<file path="src/rtl/udp_rx2fifo_if.sv">
// UDP payload receive / downstream FIFO / consumer handshake bundle.
// master drives the payload stream, FIFO space and fd; slave is the streamer.
interface udp_rx2fifo_if #(
  parameter int LEN_W = 12
);
  logic             udp_rxen;
  logic [7:0]       udp_rxd;
  logic [LEN_W-1:0] udp_rx_len;
  logic [LEN_W-1:0] fifod_space;
  logic             fifod_txen;
  logic [7:0]       fifod_txd;
  logic             fs;
  logic             fd;
  logic [LEN_W-1:0] data_len;
  logic             drop;
  logic             err_len;

  modport master (
    output udp_rxen, udp_rxd, udp_rx_len,
    output fifod_space, fd,
    input  fifod_txen, fifod_txd, fs,
    input  data_len, drop, err_len
  );

  modport slave (
    input  udp_rxen, udp_rxd, udp_rx_len,
    input  fifod_space, fd,
    output fifod_txen, fifod_txd, fs,
    output data_len, drop, err_len
  );
endinterface

</file>
<file path="src/rtl/udp_rx2fifo.sv">
// UDP payload stream to downstream FIFO writer with fs/fd packet handshake.
// Define UDP_RX_STAT_EN to add pkt_ok_cnt / pkt_drop_cnt statistics outputs.
module udp_rx2fifo #(
  parameter int MAX_LEN = 1472,
  parameter int LEN_W   = 12
) (
  input  logic        clk,
  input  logic        rst,
  udp_rx2fifo_if.slave bus
`ifdef UDP_RX_STAT_EN
  ,
  output logic [15:0] pkt_ok_cnt,
  output logic [15:0] pkt_drop_cnt
`endif
);

  typedef enum logic [2:0] {
    IDLE, WORK, TRIM, DROP, NOTIFY, RELEASE
  } state_t;

  state_t           state;
  logic [LEN_W-1:0] exp_len;
  logic [LEN_W-1:0] cnt;
  logic             rxen_q;
  logic             bdrop;
  logic             ok;
  logic             busy;

  always_comb begin
    ok = (bus.udp_rx_len != '0)
      && (bus.udp_rx_len <= LEN_W'(MAX_LEN))
      && (bus.udp_rx_len <= bus.fifod_space);
  end

  assign busy = (state == NOTIFY) || (state == RELEASE);

  always_ff @(posedge clk or posedge rst) begin
    if (rst) begin
      state          <= IDLE;
      exp_len        <= '0;
      cnt            <= '0;
      rxen_q         <= 1'b0;
      bdrop          <= 1'b0;
      bus.fifod_txen <= 1'b0;
      bus.fifod_txd  <= '0;
      bus.fs         <= 1'b0;
      bus.data_len   <= '0;
      bus.drop       <= 1'b0;
      bus.err_len    <= 1'b0;
    end else begin
      bus.fifod_txen <= 1'b0;
      bus.drop       <= 1'b0;
      bus.err_len    <= 1'b0;
      rxen_q         <= bus.udp_rxen;
      // a packet starting while the consumer holds the buffer is discarded
      if (busy && bus.udp_rxen && !rxen_q) begin
        bdrop <= 1'b1;
      end else if (bdrop && !bus.udp_rxen) begin
        bdrop    <= 1'b0;
        bus.drop <= 1'b1;
      end
      case (state)
        IDLE: begin
          if (bus.udp_rxen && !bdrop) begin
            if (ok) begin
              state          <= WORK;
              exp_len        <= bus.udp_rx_len;
              cnt            <= LEN_W'(1);
              bus.fifod_txen <= 1'b1;
              bus.fifod_txd  <= bus.udp_rxd;
            end else begin
              state <= DROP;
            end
          end
        end
        WORK: begin
          if (bus.udp_rxen) begin
            if (cnt == exp_len) begin
              state <= TRIM;
            end else begin
              bus.fifod_txen <= 1'b1;
              bus.fifod_txd  <= bus.udp_rxd;
              cnt            <= cnt + 1'b1;
            end
          end else begin
            state        <= NOTIFY;
            bus.fs       <= 1'b1;
            bus.data_len <= cnt;
            bus.err_len  <= (cnt != exp_len);
          end
        end
        TRIM: begin
          if (!bus.udp_rxen) begin
            state        <= NOTIFY;
            bus.fs       <= 1'b1;
            bus.data_len <= exp_len;
            bus.err_len  <= 1'b1;
          end
        end
        DROP: begin
          if (!bus.udp_rxen) begin
            state    <= IDLE;
            bus.drop <= 1'b1;
          end
        end
        NOTIFY: begin
          if (bus.fd) begin
            state  <= RELEASE;
            bus.fs <= 1'b0;
          end
        end
        RELEASE: begin
          if (!bus.fd) state <= IDLE;
        end
        default: state <= IDLE;
      endcase
    end
  end

`ifdef UDP_RX_STAT_EN
  logic fs_q;

  always_ff @(posedge clk or posedge rst) begin
    if (rst) begin
      fs_q         <= 1'b0;
      pkt_ok_cnt   <= '0;
      pkt_drop_cnt <= '0;
    end else begin
      fs_q <= bus.fs;
      if (bus.fs && !fs_q) pkt_ok_cnt <= pkt_ok_cnt + 1'b1;
      if (bus.drop) pkt_drop_cnt <= pkt_drop_cnt + 1'b1;
    end
  end
`endif

endmodule

</file>
<file path="src/flat_wrapper.sv">
// flat-port wrapper written by rule: the top's interface ports become plain ports
module udp_rx2fifo_flat 
#(
  parameter int MAX_LEN = 1472,
  parameter int LEN_W   = 12
)
  (clk, rst, bus_udp_rxen, bus_udp_rxd, bus_udp_rx_len, bus_fifod_space, bus_fd, bus_fifod_txen, bus_fifod_txd, bus_fs, bus_data_len, bus_drop, bus_err_len);
  udp_rx2fifo_if #(.LEN_W(LEN_W)) bus_i ();
  input  logic clk;
  input  logic rst;
  input wire logic [$bits(bus_i.udp_rxen)-1:0] bus_udp_rxen;
  input wire logic [$bits(bus_i.udp_rxd)-1:0] bus_udp_rxd;
  input wire logic [$bits(bus_i.udp_rx_len)-1:0] bus_udp_rx_len;
  input wire logic [$bits(bus_i.fifod_space)-1:0] bus_fifod_space;
  input wire logic [$bits(bus_i.fd)-1:0] bus_fd;
  output wire logic [$bits(bus_i.fifod_txen)-1:0] bus_fifod_txen;
  output wire logic [$bits(bus_i.fifod_txd)-1:0] bus_fifod_txd;
  output wire logic [$bits(bus_i.fs)-1:0] bus_fs;
  output wire logic [$bits(bus_i.data_len)-1:0] bus_data_len;
  output wire logic [$bits(bus_i.drop)-1:0] bus_drop;
  output wire logic [$bits(bus_i.err_len)-1:0] bus_err_len;
  assign bus_i.udp_rxen = bus_udp_rxen;
  assign bus_i.udp_rxd = bus_udp_rxd;
  assign bus_i.udp_rx_len = bus_udp_rx_len;
  assign bus_i.fifod_space = bus_fifod_space;
  assign bus_i.fd = bus_fd;
  assign bus_fifod_txen = bus_i.fifod_txen;
  assign bus_fifod_txd = bus_i.fifod_txd;
  assign bus_fs = bus_i.fs;
  assign bus_data_len = bus_i.data_len;
  assign bus_drop = bus_i.drop;
  assign bus_err_len = bus_i.err_len;
  udp_rx2fifo #(.MAX_LEN(MAX_LEN), .LEN_W(LEN_W)) u_core (.clk(clk), .rst(rst), .bus(bus_i));
endmodule
</file>
<file path="config.mk">
export PLATFORM = sky130hd
export DESIGN_NAME = udp_rx2fifo_flat
export DESIGN_NICKNAME = d
export VERILOG_FILES = /design/src/rtl/udp_rx2fifo_if.sv /design/src/rtl/udp_rx2fifo.sv /design/src/flat_wrapper.sv
export SDC_FILE = /design/constraint.sdc
export NUM_CORES = 1
export LEC_CHECK = 0
export CORE_UTILIZATION = 45
export CTS_BUF_LIST = sky130_fd_sc_hd__clkbuf_4
export CTS_CLUSTER_DIAMETER = 40
export DETAILED_ROUTE_END_ITERATION = 10
export GPL_TIMING_DRIVEN = 0
export PLACE_DENSITY = 0.74
export SLEW_MARGIN = 0
export SYNTH_ARGS = -nofsm -noshare
export SYNTH_HDL_FRONTEND = slang
export SYNTH_SLANG_ARGS = --single-unit
</file>
<file path="constraint.sdc">
create_clock -name clk -period 2.1 [get_ports clk]
set_clock_uncertainty 0.2 [all_clocks]
set_input_delay 0.63 -clock clk [delete_from_list [all_inputs] [get_ports clk]]
set_output_delay 0.63 -clock clk [all_outputs]
set_load 0.01 [all_outputs]
</file>
==> impl_metrics.ini, run 1 <==
[floorplan]
io_pins = 60
core-area_sq_um = 6350
rows = 29
dieArea_sq_um = 6940
start_util = 0.469
die_h_um = 83.3
die_width_um = 83.3

[timing]
timing.final.crit_period_ns = 2.38
fmax_mhz = 420
tightest_slew_ns = 1.11
period_share = 1.13
tns_ns = -7.26
rsz0062_at_grt = true
worst_slack_ns = -0.280
hold_viol_final = 0
drv_slew = 0
fin_hold_ws_ns = 0.302
slew-limit-headroom = 0.261
setup_viol = 35

[clocking]
cts.path.max_buffers = 2
insertion_delay_ns = 0.36
cts_tree = yes
clock-sinks = 53
htree_levels = 2
cts_root_buf = clkbuf_4
numCtsBuffers = 5
path_clk_slew_ns = 0.14

[drt]
avgViaCountPerCell = 5.42
antenna_left = 0
dr.pass1.iters = 4
drc = 0
num_vias = 2424
wl_per_cell_um = 15.2
first_iter_violations = 159
totalWireLength_um = 6790

[power_and_ir_drop]
peakVddDrop_mv = 0.595
power_density_nw_per_um2 = 1080
fin_total_pwr_mw = 4.49
p_leak_nw = 1.84

[placed_design]
gp_congestion = 0.878
io_buffers = 59
hpwl_um = 4790
place_ws_ns = -1.23
dp.cells = 425

[yosys]
ys_warn_count = 0
postSynth.asyncResetShare = 1.00
synth_nets = 338
synth_ff_type = dfrtp_1
synth_edf_count = 0
syn_area_sq_um = 2980
synth_cell_types = 50
postSynthAreaPerCell_sq_um = 10.3
yosysSeqAreaShare = 0.446
synthCells = 289
ys_ff_latch = 53

[worst_setup_path]
crit_required_ns = 2.16
critPathMaxStageDelay_ns = 0.30
cpMostUsedCell = buf_6
startpoint = bus_udp_rx_len[2]
crit_fanout = 5
r2r-start = u_core.cnt[10]
crit_chain = buf_4 -> ha_4 -> nand4_1 -> or2_4 -> mux2_4 -> o41ai_4 -> buf_6 -> o21ai_4 -> buf_6 -> a221o_1
start_kind = primary input
cp-end-kind = register
critical_path_arrival_ns = 2.44
setup.worst_path.class = primary input to register
crit_slowest_cell = a221o_1

[global_routing]
grt_pass1_wl_um = 11400
grt_max_degree = 54
antenna_found_initial = 0
grt_pass1_vias = 2464
grtUsageTotal = 0.204
grt.overflow.total = 0

[hold_path]
hp-start = bus_udp_rx_len[5]
min_path_type = primary input to register

[cells_and_area]
layout-drive-gt1-share = 0.359
stdcell_count = 447
final_cell_mix = 53 x dfrtp_1, 25 x nor2_1, 22 x dlygate4sd2_1
final_nets = 419
syn2layout_area_growth_pct = 39.7
fillers = 505
insertedDiodeCount = 0
final_common_cell = dfrtp_1

[flow_run]
max_cap_violations = 0

[run_status]
failed_checks = negative setup slack
outcome = finished, violations left
[path summary, 6_finish.rpt]
path	endpoint	slack [ns]	cells after the start
min	u_core.exp_len[5]	0.30	2
max reg2reg	u_core.cnt[2]	-0.18	7
max	u_core.cnt[2]	-0.28	10
min in group asynchronous	u_core.cnt[3]	0.65	2
max in group asynchronous	u_core.cnt[11]	0.46	2
min reg2reg	u_core.bus.fifod_txd[0]	0.32	1
[metal layers]
layer  track usage  up-vias  wire length (um)
li1              -     1187                 -
met1         0.265     1168              3090
met2         0.354       59              3380
met3        0.0288       10               219
met4        0.0627        0               101
met5             0        -                 0
[sequential cells by signal, summed over array words and instances, names as in the netlist]
| register | flops |
|---|---|
| u_core.bus.data_len | 12 |
| u_core.cnt | 12 |
| u_core.exp_len | 12 |
| u_core.bus.fifod_txd | 8 |
| u_core.state | 3 |
| u_core.bdrop | 1 |
| u_core.bus.drop | 1 |
| u_core.bus.err_len | 1 |
| u_core.bus.fifod_txen | 1 |
| u_core.bus.fs | 1 |
| u_core.rxen_q | 1 |
[worst max-delay path, delay by kind of cell]
family | cells | cell delay, ns
compound gates | 3 | 0.44
fa+ha+maj | 1 | 0.26
buf+inv | 3 | 0.47
mux | 1 | 0.29
simple gates | 2 | 0.35
[cell usage after synthesis, types with 2 or more instances]
master     n  area share
a31oi_1    2      0.0042
nand4_1    7       0.015
o31ai_1    2      0.0050
buf_2     10       0.017
nor3_2     2      0.0067
o21ai_0    3      0.0050
a211o_1    2      0.0059
or2_2      6       0.013
o22a_1     5       0.015
inv_1     18       0.023
dfrtp_1   53        0.45
nor2_1    26       0.033
mux2i_1   12       0.040
o211ai_1   2      0.0050
clkbuf_1   3      0.0038
nand3_1    7       0.012
mux2_2    11       0.042
xnor2_1   13       0.038
and3_1     3      0.0063
nor3_1     5      0.0084
a21oi_1   23       0.039
ha_1      13       0.055
nand2b_1   4      0.0084
nand2_1   19       0.024
nor2b_1    3      0.0063
mux2_1    10       0.038
a211oi_1   2      0.0050
[cells by family after synthesis]
logic type               count (synthesis)  share of synthesized area
AO/OA/AOI/OAI                           52                      0.123
AND/OR/NAND/NOR                         93                      0.172
flip-flops                              53                      0.446
multiplexers                            33                      0.120
XOR/XNOR                                13                     0.0383
adder cells (fa/ha/maj)                 13                     0.0547
buffers and inverters                   32                     0.0471
[report_power, final]
group / switching [mW] / leakage (nW) / internal (mW)
Sequential: 0.288 / 0.658 / 1.42
Combinational: 1.14 / 1.16 / 1.22
Clock: 0.296 / 0.0292 / 0.135
[per-stage QoR]
step | instance area, sq um | utilization
2_1_floorplan | 3050 | -
3_3_place_gp | 3730 | 0.588
3_5_place_dp | 3730 | 0.588
4_1_cts | 4050 | 0.637
5_1_grt | 4160 | 0.655
6_report | 4160 | 0.655
[area by class of cell]
class / instances / area, sq um / share of cell area
Multi-Input combinational cell: 204 / 1830 / 0.441
Tap cell: 77 / 96.3 / 0.0232
Clock inverter: 1 / 3.75 / 0.000903
Inverter: 18 / 78.8 / 0.0190
Clock buffer: 6 / 45.0 / 0.0108
Sequential cell: 53 / 1330 / 0.319
Timing Repair Buffer: 74 / 678 / 0.163
Buffer: 14 / 97.6 / 0.0235
[timing repair]
item	4_1_cts	5_1_grt
resized for setup	174	31
buffers inserted	10	3
hold buffers	0	0
hold endpoints to repair	0	0
pin swaps	24	16
cloned	2	0
setup endpoints to repair	68	49
(Power assumes the default switching activity.)
==> inputs of run 2 (changes only) <==
Settings changed: SKIP_LAST_GASP from default to 1.
==> impl_metrics.ini, run 2 (synthesized netlist as in run 1, its figures left out) <==
[clocking]
cts_root_buf = clkbuf_4
cts.path.max_buffers = 2
path_clk_slew_ns = 0.14
insertion_delay_ns = 0.36
cts_tree = yes
numCtsBuffers = 5
clock-sinks = 53
htree_levels = 2

[timing]
rsz0062_at_grt = true
tightest_slew_ns = 1.11
fmax_mhz = 421
timing.final.crit_period_ns = 2.38
fin_hold_ws_ns = 0.302
worst_slack_ns = -0.278
slew-limit-headroom = 0.260
hold_viol_final = 0
period_share = 1.13
drv_slew = 0
setup_viol = 35
tns_ns = -7.33

[worst_setup_path]
cp-end-kind = register
cpMostUsedCell = buf_6
crit_chain = buf_4 -> ha_4 -> nand4_1 -> or2_4 -> mux2_4 -> o41ai_4 -> buf_6 -> o21ai_4 -> buf_6 -> a221o_1
crit_slowest_cell = a221o_1
start_kind = primary input
critPathMaxStageDelay_ns = 0.30
critical_path_arrival_ns = 2.44
crit_fanout = 5
setup.worst_path.class = primary input to register
crit_required_ns = 2.16

[floorplan]
rows = 29
die_h_um = 83.3
core-area_sq_um = 6350
start_util = 0.469
io_pins = 60
die_width_um = 83.3
dieArea_sq_um = 6940

[drt]
totalWireLength_um = 6790
dr.pass1.iters = 4
num_vias = 2419
first_iter_violations = 160
wl_per_cell_um = 15.2
drc = 0
antenna_left = 0
avgViaCountPerCell = 5.41

[cells_and_area]
final_cell_mix = 53 x dfrtp_1, 25 x nor2_1, 23 x dlygate4sd2_1
insertedDiodeCount = 0
fin_util = 0.654
final_nets = 419
post-route-cell-area_sq_um = 4150
syn2layout_area_growth_pct = 39.5
layout-drive-gt1-share = 0.359
final_common_cell = dfrtp_1
fillers = 508
reg_top3 = u_core.bus.data_len x12, u_core.cnt x12, u_core.exp_len x12

[power_and_ir_drop]
fin_total_pwr_mw = 4.49
p_leak_nw = 1.84
clkPwrFrac = 0.096
power_density_nw_per_um2 = 1080
seqPwrFrac = 0.381
p_int_mw = 2.77
peakVddDrop_mv = 0.597
p_switching_mw = 1.72
combPwrFrac = 0.523
switching_share = 0.383

[global_routing]
use_met2 = 0.354
antenna_found_initial = 0
met1_usage = 0.265
grtUsageTotal = 0.204
grt_max_degree = 54
use_met3 = 0.0288
grt.overflow.total = 0
grt_pass1_vias = 2464
busiest_layer = met2
grt_pass1_wl_um = 11400

[placed_design]
io_buffers = 59
dpl_cell_area_sq_um = 3730
gp_congestion = 0.878
hpwl_um = 4790

[run_status]
failed_checks = negative setup slack
outcome = finished, violations left

[hold_path]
min_path_type = primary input to register

[flow_run]
max_cap_violations = 0
[run 2: cell types whose count changed in the layout (fill, tap and decap cells not counted)]
cell and delta:
buf_2 +1, buf_4 +1, buf_6 -1, dlygate4sd2_1 +1
clkbuf_4 -1, clkdlybuf4s15_1 -1
[run 2: timing repair]
| action | CTS | global route |
|---|---|---|
| setup buffers | 10 | 3 |
| gates resized for setup | 174 | 28 |
| hold buffers | 0 | 0 |
| endpoints found under the setup margin | 68 | 49 |
| cloned | 2 | 0 |
| pin swaps | 24 | 16 |
[run 2: final timing paths]
kind | from | end | cells past startpoint | slack [ns]
worst max-delay path | bus_udp_rx_len[2] | u_core.cnt[2] | 10 | -0.28
worst max register to register | u_core.cnt[10] | u_core.cnt[2] | 7 | -0.21
max in group asynchronous | rst | u_core.cnt[10] | 2 | 0.45
min in group asynchronous | rst | u_core.cnt[3] | 2 | 0.65
worst min-delay path | bus_udp_rx_len[5] | u_core.exp_len[5] | 2 | 0.30
worst min register to register | u_core.bus.fifod_txd[0] | u_core.bus.fifod_txd[0] | 1 | 0.32
[run 2: worst max-delay path: cells and delay by family]
family	cells	cell delay, ns
compound gates	3	0.44
fa+ha+maj	1	0.26
mux	1	0.29
simple gates	2	0.35
buf+inv	3	0.47
[run 2: per-layer routing]
metal	wire length (um)	vias up
li1	-	1187
met1	3060	1153
met2	3380	69
met3	247	10
met4	101	0
met5	0	-
[run 2: metrics by stage]
| stage | worst slack (ns) | std cells |
|---|---|---|
| floorplan | -0.440 | 289 |
| global placement | -1.22 | 425 |
| detailed placement | -1.23 | 425 |
| CTS | -0.266 | 444 |
| global route | -0.308 | 447 |
| finish | -0.278 | 447 |
[run 2: cell type report]
type                       instances  area, sq um  area share
clock inverter                     1         3.75    0.000904
buffer                            14         95.1      0.0229
tap                               77         96.3      0.0232
multi-input combinational        204         1830       0.441
sequential                        53         1330       0.320
clock buffer                       6         45.0      0.0109
timing repair buffer              74          673       0.162
inverter                          18         78.8      0.0190
[run 2: power groups by stage]
stage                     logic [mW]  clock network, mW  registers, mW
after floorplan                 1.27                  0           1.78
after global placement          2.11                  0           1.71
after detailed placement        2.16                  0           1.74
after CTS                       2.26              0.444           1.71
after global routing            2.56              0.469           1.78
final                           2.35              0.433           1.71
==> inputs of run 3 (changes only) <==
Settings changed: CTS_CLUSTER_SIZE from default to 24, PLACE_DENSITY 0.74 to 0.71.
Clock period 2.1 ns to 2.65 ns, I/O delays scaled along.
==> impl_metrics.ini, run 3 (synthesized netlist as in run 1, its figures left out) <==
[drt]
antenna_left = 0
drc = 0
dr.pass1.iters = 4
first_iter_violations = 127
wl_per_cell_um = 15.0
num_vias = 2434
totalWireLength_um = 6660
avgViaCountPerCell = 5.47

[worst_setup_path]
crit_chain = clkdlybuf4s15_2 -> ha_4 -> nand4_1 -> or2_4 -> mux2_4 -> o41ai_4 -> buf_4 -> o21ai_4 -> buf_6 -> a221o_1
endpoint = u_core.cnt[2]
start_kind = primary input
r2r-start = u_core.cnt[8]
cp-end-kind = register
critPathMaxStageDelay_ns = 0.33
crit_slowest_cell = a221o_1
timing.rr.end = u_core.cnt[2]
worst-path-buf-inv = 3
reg2reg_slack_ns = 0.28
reg2regPathDepth = 8
startpoint = bus_udp_rx_len[4]
crit_fanout = 5
critical_path_arrival_ns = 2.72
crit_required_ns = 2.74
path_depth = 10
cp_top_family = buffers and inverters
setup.worst_path.class = primary input to register

[timing]
drv_slew = 0
timing.final.crit_period_ns = 2.63
fin_hold_ws_ns = 0.326
period_share = 0.993
slew-limit-headroom = 0.704
fmax_mhz = 380
tns_ns = 0
tightest_slew_ns = 0.441
rsz0062_at_grt = true
setup_viol = 0
hold_viol_final = 0

[global_routing]
grt.overflow.total = 0
grtUsageTotal = 0.206
grt_pass1_wl_um = 11600
antenna_found_initial = 0
grt_max_degree = 35
grt_pass1_vias = 2445

[floorplan]
start_util = 0.469
io_pins = 60
core-area_sq_um = 6350
die_width_um = 83.3
dieArea_sq_um = 6940
rows = 29
die_h_um = 83.3

[cells_and_area]
stdcell_count = 445
insertedDiodeCount = 0
final_nets = 416
final_cell_mix = 53 x dfrtp_1, 35 x clkdlybuf4s50_1, 26 x nor2_1
reg_top3 = u_core.bus.data_len x12, u_core.cnt x12, u_core.exp_len x12
fillers = 550
layout-drive-gt1-share = 0.307
final_common_cell = dfrtp_1
syn2layout_area_growth_pct = 36.6

[hold_path]
min_path_type = register to register

[clocking]
insertion_delay_ns = 0.38
numCtsBuffers = 5
clock-sinks = 53
cts_root_buf = clkbuf_4
cts.path.max_buffers = 2
path_clk_slew_ns = 0.15
cts.hold.buffers_added = 0
htree_levels = 2
cts_tree = yes

[placed_design]
io_buffers = 59
dp.cells = 426
hpwl_um = 4800
gp_congestion = 0.830

[power_and_ir_drop]
p_int_mw = 2.43
peakVddDrop_mv = 0.550
p_switching_mw = 1.36
switching_share = 0.358
clkPwrFrac = 0.146
power_density_nw_per_um2 = 933
combPwrFrac = 0.493
seqPwrFrac = 0.361
p_leak_nw = 1.73

[flow_run]
max_cap_violations = 0

[run_status]
outcome = completed
[run 3: cell count changes in the layout (fill, tap and decap cells not counted), moves of 4 or more]
cell,change
clkdlybuf4s50_1,+24
dlygate4sd2_1,-15
buf_6,-11
buf_4,-4
clkbuf_4,-4
[run 3: worst min-delay path by stage]
stage	to	cells past startpoint	slack [ns]	from
2_1_floorplan	u_core.exp_len[11]	1	0.30	u_core.exp_len[11]
3_3_place_gp	u_core.bus.fifod_txd[3]	1	0.28	u_core.bus.fifod_txd[3]
3_5_place_dp	u_core.bus.fifod_txd[1]	1	0.28	u_core.bus.fifod_txd[1]
4_1_cts	u_core.bus.fifod_txd[1]	1	0.33	u_core.bus.fifod_txd[1]
5_1_grt	u_core.bus.fifod_txd[5]	1	0.35	u_core.bus.fifod_txd[5]
6_report	u_core.bus.fifod_txd[7]	1	0.33	u_core.bus.fifod_txd[7]
[run 3: layout make-up]
| class | instances | area, sq um | area share |
|---|---|---|---|
| clock inverters | 3 | 65.1 | 0.0160 |
| clock buffers | 5 | 37.5 | 0.00924 |
| repair buffers | 71 | 628 | 0.155 |
| well taps | 77 | 96.3 | 0.0237 |
| plain buffers | 14 | 85.1 | 0.0209 |
| inverters | 18 | 72.6 | 0.0179 |
| multi-input cells | 204 | 1750 | 0.431 |
| flip-flops and latches | 53 | 1330 | 0.326 |
[run 3: metal layers]
metal	vias to the layer above	global-route usage	wire length, um
li1	1175	-	-
met1	1193	0.296	3150
met2	59	0.330	3200
met3	7	0.0239	212
met4	0	0.0596	104
met5	-	0	0
[run 3: what timing repair did]
action | CTS | global route
endpoints found under the hold margin | 0 | 0
setup endpoints to repair | 34 | 30
gates resized for setup | 83 | 18
gates cloned | 1 | 0
setup buffers | 9 | 1
pin swaps | 23 | 5
[run 3: power groups by stage]
| stage | registers (mW) | logic (mW) | clock network (mW) |
|---|---|---|---|
| global placement | 1.36 | 1.68 | 0 |
| CTS | 1.36 | 1.86 | 0.564 |
| global route | 1.41 | 2.04 | 0.599 |
| floorplan | 1.41 | 1.00 | 0 |
| finish | 1.37 | 1.87 | 0.553 |
| detailed placement | 1.38 | 1.72 | 0 |
[run 3: worst reg2reg max path: stages, from the launching register on]
cell and delay (ns):
dfrtp_1 0.38, buf_2 0.16, xnor2_1 0.20, nand4_1 0.15, nor3_2 0.41, or2_2 0.21
buf_2 0.22, nor3b_1 0.08, a221o_1 0.25
[run 3: per-stage QoR]
stage           util  total power [mW]  area (sq um)  setup slack [ns]
2_1_floorplan      -              2.41          3040           -0.0545
3_3_place_gp   0.587              3.04          3730            -0.849
3_5_place_dp   0.590              3.10          3750            -0.832
4_1_cts        0.644              3.79          4090           0.00370
5_1_grt        0.640              4.06          4060           -0.0452
6_report       0.640              3.79          4060            0.0184
